## src/rtl/uart_pkg.sv

```systemverilog
// uart_pkg: shared UART receiver/transmitter types, constants and divider derivation
package uart_pkg;
  typedef enum logic [1:0] {IDLE, START, DATA, STOP} state_t;
  localparam int DATA_BITS = 8;
  function automatic int calc_div(input int clk_freq, input int baud, input int os);
    return clk_freq / (baud * os);
  endfunction
endpackage

```

## src/rtl/uart_rx_deserializer_if.sv

```systemverilog
// uart_rx_deserializer_if: serial line in, received byte and status pulses out
interface uart_rx_deserializer_if;
  logic                           rx;
  logic [uart_pkg::DATA_BITS-1:0] rx_data;
  logic                           rx_valid;
  logic                           rx_ferr;
  logic                           rx_busy;
  modport master (output rx, input rx_data, rx_valid, rx_ferr, rx_busy);
  modport slave (input rx, output rx_data, rx_valid, rx_ferr, rx_busy);
endinterface

```

## src/rtl/uart_baud_tick.sv

```systemverilog
// uart_baud_tick: free-running divider pulsing tick every DIV clocks, restartable by clr
module uart_baud_tick #(
  parameter int DIV = 1
) (
  input  logic clk,
  input  logic rst_n,
  input  logic clr,
  output logic tick
);
  localparam int W = DIV > 1 ? $clog2(DIV) : 1;
  localparam logic [W-1:0] TOP = W'(DIV - 1);
  logic [W-1:0] cnt_q, cnt_d;
  assign tick  = !clr && cnt_q == TOP;
  assign cnt_d = (clr || tick) ? '0 : cnt_q + 1'b1;
  // divider count, wraps at DIV-1 and restarts on clr
  always_ff @(posedge clk or negedge rst_n)
    if (!rst_n) cnt_q <= '0;
    else cnt_q <= cnt_d;
endmodule

```

## src/rtl/uart_rx_deserializer.sv

```systemverilog
// uart_rx_deserializer: 8N1 receiver with 16x oversampling, mid-bit sampling and framing check
module uart_rx_deserializer
  import uart_pkg::*;
#(
  parameter int CLK_FREQ   = 50_000_000,
  parameter int BAUD       = 9600,
  parameter int OVERSAMPLE = 16
) (
  input logic                 clk,
  input logic                 rst_n,
  uart_rx_deserializer_if.slave bus
);
  localparam int DIV = calc_div(CLK_FREQ, BAUD, OVERSAMPLE);
  localparam int SW  = $clog2(OVERSAMPLE);
  localparam int BW  = $clog2(DATA_BITS);
  localparam logic [SW-1:0] MID      = SW'(OVERSAMPLE / 2 - 1);
  localparam logic [SW-1:0] LAST     = SW'(OVERSAMPLE - 1);
  localparam logic [BW-1:0] LAST_BIT = BW'(DATA_BITS - 1);
  state_t               state_q, state_d;
  logic                 s1_q, s2_q, prev_q;
  logic [1:0]           live_q;
  logic [SW-1:0]        smp_q, smp_d;
  logic [BW-1:0]        bit_q, bit_d;
  logic [DATA_BITS-1:0] shift_q, shift_d, data_q, data_d;
  logic                 valid_q, valid_d, ferr_q, ferr_d, busy_q;
  logic                 fall, clr, tick;
  // prev_q only reports a high line once the synchronizer holds real samples,
  // so a line already low when reset releases is never mistaken for a start edge
  assign fall = prev_q && !s2_q;
  assign clr  = state_q == IDLE && fall;
  assign bus.rx_data  = data_q;
  assign bus.rx_valid = valid_q;
  assign bus.rx_ferr  = ferr_q;
  assign bus.rx_busy  = busy_q;
  uart_baud_tick #(.DIV(DIV)) u_tick (.clk(clk), .rst_n(rst_n), .clr(clr), .tick(tick));
  // frame FSM: start qualification, mid-bit data sampling, stop check
  always_comb begin
    state_d = state_q;
    smp_d   = smp_q;
    bit_d   = bit_q;
    shift_d = shift_q;
    data_d  = data_q;
    valid_d = 1'b0;
    ferr_d  = 1'b0;
    case (state_q)
      IDLE: if (fall) begin
        state_d = START;
        smp_d   = '0;
      end
      START: if (tick) begin
        smp_d = smp_q == MID ? '0 : smp_q + 1'b1;
        if (smp_q == MID) begin
          state_d = s2_q ? IDLE : DATA;
          bit_d   = '0;
        end
      end
      DATA: if (tick) begin
        smp_d = smp_q == LAST ? '0 : smp_q + 1'b1;
        if (smp_q == LAST) begin
          shift_d = {s2_q, shift_q[DATA_BITS-1:1]};
          bit_d   = bit_q + 1'b1;
          state_d = bit_q == LAST_BIT ? STOP : DATA;
        end
      end
      default: if (tick) begin
        smp_d = smp_q == LAST ? '0 : smp_q + 1'b1;
        if (smp_q == LAST) begin
          state_d = IDLE;
          valid_d = s2_q;
          ferr_d  = !s2_q;
          data_d  = s2_q ? shift_q : data_q;
        end
      end
    endcase
  end
  // synchronizer, edge history, FSM state and registered outputs
  always_ff @(posedge clk or negedge rst_n)
    if (!rst_n) begin
      s1_q    <= 1'b1;
      s2_q    <= 1'b1;
      live_q  <= '0;
      prev_q  <= 1'b0;
      state_q <= IDLE;
      smp_q   <= '0;
      bit_q   <= '0;
      shift_q <= '0;
      data_q  <= '0;
      valid_q <= 1'b0;
      ferr_q  <= 1'b0;
      busy_q  <= 1'b0;
    end else begin
      s1_q    <= bus.rx;
      s2_q    <= s1_q;
      live_q  <= {live_q[0], 1'b1};
      prev_q  <= live_q[1] && s2_q;
      state_q <= state_d;
      smp_q   <= smp_d;
      bit_q   <= bit_d;
      shift_q <= shift_d;
      data_q  <= data_d;
      valid_q <= valid_d;
      ferr_q  <= ferr_d;
      busy_q  <= state_d != IDLE;
    end
endmodule

```

## src/flat_wrapper.sv

```systemverilog
// flat-port wrapper written by rule: the top's interface ports become plain ports
module uart_rx_deserializer_flat import uart_pkg::*;
#(
  parameter int CLK_FREQ   = 50_000_000,
  parameter int BAUD       = 9600,
  parameter int OVERSAMPLE = 16
)
  (clk, rst_n, bus_rx, bus_rx_data, bus_rx_valid, bus_rx_ferr, bus_rx_busy);
  uart_rx_deserializer_if bus_i ();
  input logic clk;
  input logic rst_n;
  input wire logic [$bits(bus_i.rx)-1:0] bus_rx;
  output wire logic [$bits(bus_i.rx_data)-1:0] bus_rx_data;
  output wire logic [$bits(bus_i.rx_valid)-1:0] bus_rx_valid;
  output wire logic [$bits(bus_i.rx_ferr)-1:0] bus_rx_ferr;
  output wire logic [$bits(bus_i.rx_busy)-1:0] bus_rx_busy;
  assign bus_i.rx = bus_rx;
  assign bus_rx_data = bus_i.rx_data;
  assign bus_rx_valid = bus_i.rx_valid;
  assign bus_rx_ferr = bus_i.rx_ferr;
  assign bus_rx_busy = bus_i.rx_busy;
  uart_rx_deserializer #(.CLK_FREQ(CLK_FREQ), .BAUD(BAUD), .OVERSAMPLE(OVERSAMPLE)) u_core (.clk(clk), .rst_n(rst_n), .bus(bus_i));
endmodule
```

## config.mk

```make
export PLATFORM = sky130hd
export DESIGN_NAME = uart_rx_deserializer_flat
export DESIGN_NICKNAME = d
export VERILOG_FILES = /design/src/rtl/uart_pkg.sv /design/src/rtl/uart_rx_deserializer_if.sv /design/src/rtl/uart_baud_tick.sv /design/src/rtl/uart_rx_deserializer.sv /design/src/flat_wrapper.sv
export SDC_FILE = /design/constraint.sdc
export NUM_CORES = 1
export LEC_CHECK = 0
export BUFFER_PORTS_ARGS = -buffer_cell sky130_fd_sc_hd__buf_2
export CAP_MARGIN = 20
export CELL_PAD_IN_SITES_DETAIL_PLACEMENT = 1
export CELL_PAD_IN_SITES_GLOBAL_PLACEMENT = 1
export CORE_MARGIN = 1.5
export CORE_UTILIZATION = 48
export DETAILED_ROUTE_END_ITERATION = 12
export PLACE_DENSITY = 0.79
export SLEW_MARGIN = 20
export SYNTH_ARGS = -nofsm -noshare
export SYNTH_HDL_FRONTEND = slang
export SYNTH_SLANG_ARGS = --single-unit
export TNS_END_PERCENT = 30
```

## constraint.sdc

```tcl
create_clock -name clk -period 2.3 [get_ports clk]
set_input_delay 0.115 -clock clk [delete_from_list [all_inputs] [get_ports clk]]
set_output_delay 0.115 -clock clk [all_outputs]
set_load 0.005 [all_outputs]
```

* Yosys cells after proc, flatten, opt, wreduce, memory -nomap -nowiden
Cells that the tools add are included.
** Storage, ports and cells
- Input bits :: 3
- Flip-flop bits (word level) :: 42
- Logic and storage cells :: 72
- Output and inout port bits :: 11
** Cells by class
- Add/sub/neg operators :: 3
- Bitwise operators :: 1
- Muxes and demuxes :: 28
- Equal/unequal tests :: 11
- Reductions and logical operators :: 16
** Operator list (count)
- $mux 4 :: 5
- $mux 2 :: 8
- $mux 3 :: 4
- $add 9x1->9 const B :: 1
- $eq 9x9->1 const B :: 1
- $mux 9 :: 1
- $pmux 4 s2 :: 1
- $mux 1 :: 7
- $ne 2x1->1 const B :: 3
- $pmux 2 s3 :: 1
- $pmux 3 s2 :: 1
- $reduce_and 3->1 :: 2
- $reduce_bool 2->1 :: 3
- $reduce_and 5->1 :: 1
- $add 4x1->4 const B :: 1
- $eq 4x3->1 const B :: 1
- $eq 4x4->1 const B :: 1
- $logic_and 1x1->1 :: 4
- $ne 2x2->1 const B :: 2
- $reduce_and 4->1 :: 1
- $add 3x1->3 const B :: 1
- $eq 3x3->1 const B :: 1
- $reduce_or 3->1 :: 1
- $eq 2x1->1 const B :: 1
- other kinds (5) :: 6

* Logic depth before layout (Yosys ltp)
- Word-level depth :: 8
- Gate-level depth with buffers :: 7
- Mapped depth without buffers :: 7

* By module
Synthesis repeated with hierarchy kept, for this count alone.
** Unflattened totals
- Cells, all modules :: 158
- Area, all modules :: 1913.1 um2
** By module, submodules not included
- uart_rx_deserializer :: area each 1455.1 um2, times used 1, cells an instance 112, sequential area each 828.3 um2
- uart_baud_tick :: area each 457.9 um2, times used 1, cells an instance 46, sequential area each 225.2 um2

* Worst setup path after synthesis
No wires, ideal clock.
- Path type :: register to register
- Start :: register u_core.state_q[0]
- End :: register u_core.data_q[0] (netlist: u_core.bus.rx_data[0])
- Setup slack :: 373 ps
- Setup time :: 125 ps
- Data arrival time :: 1802 ps
- Buffers on the path :: 0
- Required time :: 2175 ps
- Period minus slack after synthesis :: 1927 ps
- Cell stages (with the launch flop) :: 7
- Cells stage by stage :: dfrtp_1 > inv_1 > ha_1 > and3b_1 > nor4_4 > nand3_2 > mux2_2
** On the way
- Cells in the longest elaborated chain, start to end :: 5
- Elaborated cells between the ends (all ways) :: 9
- Those cells by class :: 2 x eq/ne; 1 x bitwise; 6 x reduce/logical
** RTL lines
- from (decl) :: RTL line uart_rx_deserializer.sv:19 : state_t state_q, state_d;
- from (signal assigned) :: RTL line uart_rx_deserializer.sv:96 : state_q <= state_d;
- branches (longest 4 deep; another with $reduce_or 3->1)
- $reduce_and 4->1 (no line) (*)
- to (signal assigned) :: RTL line uart_rx_deserializer.sv:100 : data_q <= data_d;
- to (decl) :: RTL line uart_rx_deserializer.sv:24 : logic [DATA_BITS-1:0] shift_q, shift_d, data_q, data_d;
Every way passes the cells marked *.
A chain may end at the register's enable or synchronous reset.

* Worst setup path after layout
- Start :: register u_core.state_q[0]
- End :: register u_core.busy_q (netlist: u_core.bus.rx_busy)
** On the way
- Cells in the longest elaborated chain, start to end :: 7
- Elaborated cells between the ends (all ways) :: 15
- Those cells by class :: 2 x eq/ne; 8 x mux; 5 x reduce/logical
** RTL lines
- $logic_not 2->1 :: RTL line uart_rx_deserializer.sv:30, uart_rx_deserializer.sv:45
- $logic_and 1x1->1 :: RTL line uart_rx_deserializer.sv:30 : assign clr = state_q == IDLE && fall;
- $logic_not 1->1 :: RTL line uart_baud_tick.sv:13 : assign tick = !clr && cnt_q == TOP;
- $logic_and 1x1->1 :: RTL line uart_baud_tick.sv:13
- $mux 2, on equally long branches :: RTL line uart_rx_deserializer.sv:65, uart_rx_deserializer.sv:50, uart_rx_deserializer.sv:57
- $pmux 2 s3 (*) :: RTL line uart_rx_deserializer.sv:45 : case (state_q)
- $reduce_bool 2->1 (*) :: RTL line uart_rx_deserializer.sv:103 : busy_q <= state_d != IDLE;
- to (signal assigned) :: RTL line uart_rx_deserializer.sv:90 : busy_q <= 1'b0;
- to (signal assigned) :: RTL line uart_rx_deserializer.sv:103
- to (decl) :: RTL line uart_rx_deserializer.sv:25 : logic valid_q, valid_d, ferr_q, ferr_d, busy_q;
Mark *: on every way between the ends. The rest lies on a longest branch, timed or not.

==> metrics.txt <==
Skew-Pair Late Insertion Delay=300 ps; Max Cap Violations=0; GPL Wtd Cong=0.844; YS warnings=0; Syn Nets=173; first-pass GRT wire length=6340 µm; Worst Path Arrival=2410 ps; Distinct cells, synth=35; Clock Tree Buf Depth=2; Syn-to-layout area delta=12.3%; Mapped Area=1930 µm²; largest net degree at the start of global routing=43; final hold vios=0; Setup crit end kind=flip-flop; GR Overflow Total=0; R2R Setup Slk=60 ps; Post-synth EDFFs=0; XOR/XNOR Fraction of Synth Area=3.18%; reg2reg start=u_core.state_q[0]; mux share of post-synthesis cell area=10.9%; Post-Route M1 WL=1570 µm; root buf cell=clkbuf_8; Max FO, Critical Path=6; Fin Setup TNS=0 ps; Max Used Layer=met4; Worst VDD drop=0.000506 V; Worst Hold Class=flip-flop to flip-flop; # IOs=14; reg2reg path depth=7; drt pass-1 iters=4; vias in the first global route=1384; Final nets=194; #FFs+latches synth=42; Static Leak=1.09 nW; met3 wire length=106 µm; DR iter-0 viols=32; drt via density=5.30; outcome=complete, no violations; Cells after DPL=221; PortBufs=13; Clock power frac=26.9%; Sw Ratio=31.4%; CTS clk-pin slew, worst paths=80 ps; Comb pwr share=22.5%; P_sw=0.576 mW; GRT Total Usage=20.1%; Slew HR=39.8%; Worst Setup Start Kind=flip-flop; Die ar.=4410 µm²; Mean Syn Cell Area=12.0 µm²; internal power=1.26 mW; Max Slew Vio Count=0; Vias=1225; predominant post-synthesis flop cell=dfrtp_1; min cycle time layout=2240 ps; wire length per cell=16.1 µm; hpwl dp=2770 µm; Req. time, crit path=2470 ps; asr flop ratio synth=100%; main combinational cell family by area after synthesis=simple AND/OR/NAND/NOR gates; register share of total power=50.6%; die extent in x=66.4 µm; final WL=3720 µm; final cycle utilization of the critical path=97.4%; Worst Skew=5.55 ps; drc violations=0; Setup Fix Bufs, Post-CTS=0; TritonCTS buffer count=5; CTS tree=done; share of the yosys chip area belonging to registers=54.6%; Final Setup Violations=0; reg2reg end=u_core.bus.rx_busy; final non-filler cell total=231; Compound-Gate Fraction of Synth Area=5.97%; Worst Hold End=u_core.s2_q; antenna violations before repair=0; maximum clock frequency=446 MHz; n_diodes=0; RSZ-0062 raised after global routing=yes; PwrDens=847 nW/µm²; core area=3770 µm²; Initial Util=51.1%; Die Y=66.4 µm; Sink Count=42; Mapped Cells=161; critical setup path kind=flip-flop to flip-flop; row cnt=22; H-tree depth=2; Slew @ Worst Pin=903 ps; met2 wire length=1990 µm; Synth Area in Simple Gates=16.7%; hold-critical path depth=0; layout cell share with drive strength beyond 1=27.3%; Adder-Cell Fraction of Synth Area=5.84%; Hold Path Origin=u_core.s1_q; post-route ant nets=0; final core utilization=57.4%
[how the worst max path moves through the flow]
| stage | slack, ps | start | to |
|---|---|---|---|
| 5_1_grt | -60 | u_core.state_q[0] | u_core.bus.rx_busy |
| 3_5_place_dp | 70 | u_core.state_q[0] | u_core.bus.rx_data[7] |
| 4_1_cts | 50 | u_core.state_q[0] | u_core.bus.rx_data[7] |
| 3_3_place_gp | 210 | u_core.state_q[0] | u_core.bus.rx_busy |
| 2_1_floorplan | 370 | u_core.state_q[0] | u_core.bus.rx_data[0] |
| 6_report | 60 | u_core.state_q[0] | u_core.bus.rx_busy |
[power by group through the flow]
stage / combinational [mW] / clock, mW / sequential [mW]
global placement: 0.384 / 0 / 0.930
finish: 0.412 / 0.493 / 0.929
global route: 0.467 / 0.537 / 0.948
CTS: 0.420 / 0.515 / 0.930
detailed placement: 0.409 / 0 / 0.944
floorplan: 0.314 / 0 / 0.917
[state kept, by name, summed over array words and instances, names as in the netlist]
signal,count
u_core.u_tick.cnt_q,9
u_core.bus.rx_data,8
u_core.shift_q,8
u_core.smp_q,4
u_core.bit_q,3
u_core.live_q,2
u_core.state_q,2
u_core.bus.rx_busy,1
u_core.bus.rx_ferr,1
u_core.bus.rx_valid,1
u_core.prev_q,1
u_core.s1_q,1
u_core.s2_q,1
[per-layer routing]
metal	vias up	global-route usage [%]
met1	620	21.9
met5	-	0
met3	7	6.13
met4	0	6.89
li1	585	-
met2	13	36.8
[worst max-delay path, cell delays in order (launching register included)]
cell and delay, ps:
dfrtp_1 410, inv_1 110, ha_1 300, and3b_1 300, o41ai_2 330, o21a_1 210
nor4b_2 290, o211ai_1 160
[synth_stat cells, types with 3 or more instances]
library cell  number  area, µm²
xnor2_1            5       43.8
dfrtp_1           40       1000
nor2_1            18       67.6
nand3_1            7       35.0
mux2_2            16        180
inv_1             12       45.0
ha_1               9        113
nand2_1           11       41.3
and3_1             3       18.8
o21ai_0            6       30.0
mux2i_1            3       30.0
[layout make-up]
| class | count | area (µm²) |
|---|---|---|
| inverter | 12 | 45.0 |
| timing repair buffer | 15 | 85.1 |
| fill | 401 | 1610 |
| clock inverter | 2 | 12.5 |
| clock buffer | 6 | 82.6 |
| multi-input combinational | 106 | 826 |
| sequential | 42 | 1050 |
| tap | 48 | 60.1 |
[kinds of logic after synthesis]
group,after synthesis
AND/OR/NAND/NOR,55
flip-flops,42
adder cells (fa/ha/maj),9
multiplexers,19
buffers and inverters,13
XOR/XNOR,7
other,1
AO/OA/AOI/OAI,15
[placed cells by master (no fill, tap or decap)]
| cell | count |
|---|---|
| clkinv_2 | 1 |
| o21a_1 | 1 |
| a22o_1 | 1 |
| o211ai_1 | 1 |
| nand4bb_4 | 1 |
| a21o_1 | 2 |
| mux2i_1 | 3 |
| nand4bb_2 | 1 |
| clkinvlp_4 | 1 |
| nand3_2 | 1 |
| nor3_1 | 2 |
| conb_1 | 1 |
| nor4b_2 | 1 |
| nand2b_1 | 2 |
| nor2_1 | 18 |
| ha_1 | 9 |
| and2_1 | 1 |
| buf_2 | 13 |
| a41oi_1 | 1 |
| dfrtp_1 | 40 |
| inv_1 | 12 |
| and3b_1 | 1 |
| clkbuf_8 | 6 |
| nand2_2 | 2 |
| o32ai_2 | 1 |
| a21oi_1 | 1 |
| nand2_1 | 11 |
| nand3b_1 | 1 |
| dlygate4sd3_1 | 2 |
| nor4_4 | 1 |
| xnor2_1 | 5 |
| or2_2 | 2 |
| o21ai_0 | 6 |
| dfstp_2 | 2 |
| nand3_1 | 7 |
| xor2_1 | 2 |
| and3_1 | 3 |
| o41ai_2 | 1 |
| mux2_2 | 16 |
[through the flow]
step	instance area [µm²]	worst slack (ps)	hold WS (ps)	total power, mW
global placement	2050	208	219	1.31
CTS	2160	49.6	359	1.87
finish	2160	59.6	358	1.83
floorplan	1930	373	-181	1.23
global route	2160	-60.6	364	1.95
detailed placement	2050	72.9	222	1.35
[what timing repair did]
action	in CTS	in global routing
endpoints found under the hold margin	41	0
gates resized for setup	0	0
hold buffers	2	0
endpoints found under the setup margin	0	18
Note: power is estimated with default switching activity, not from simulation.
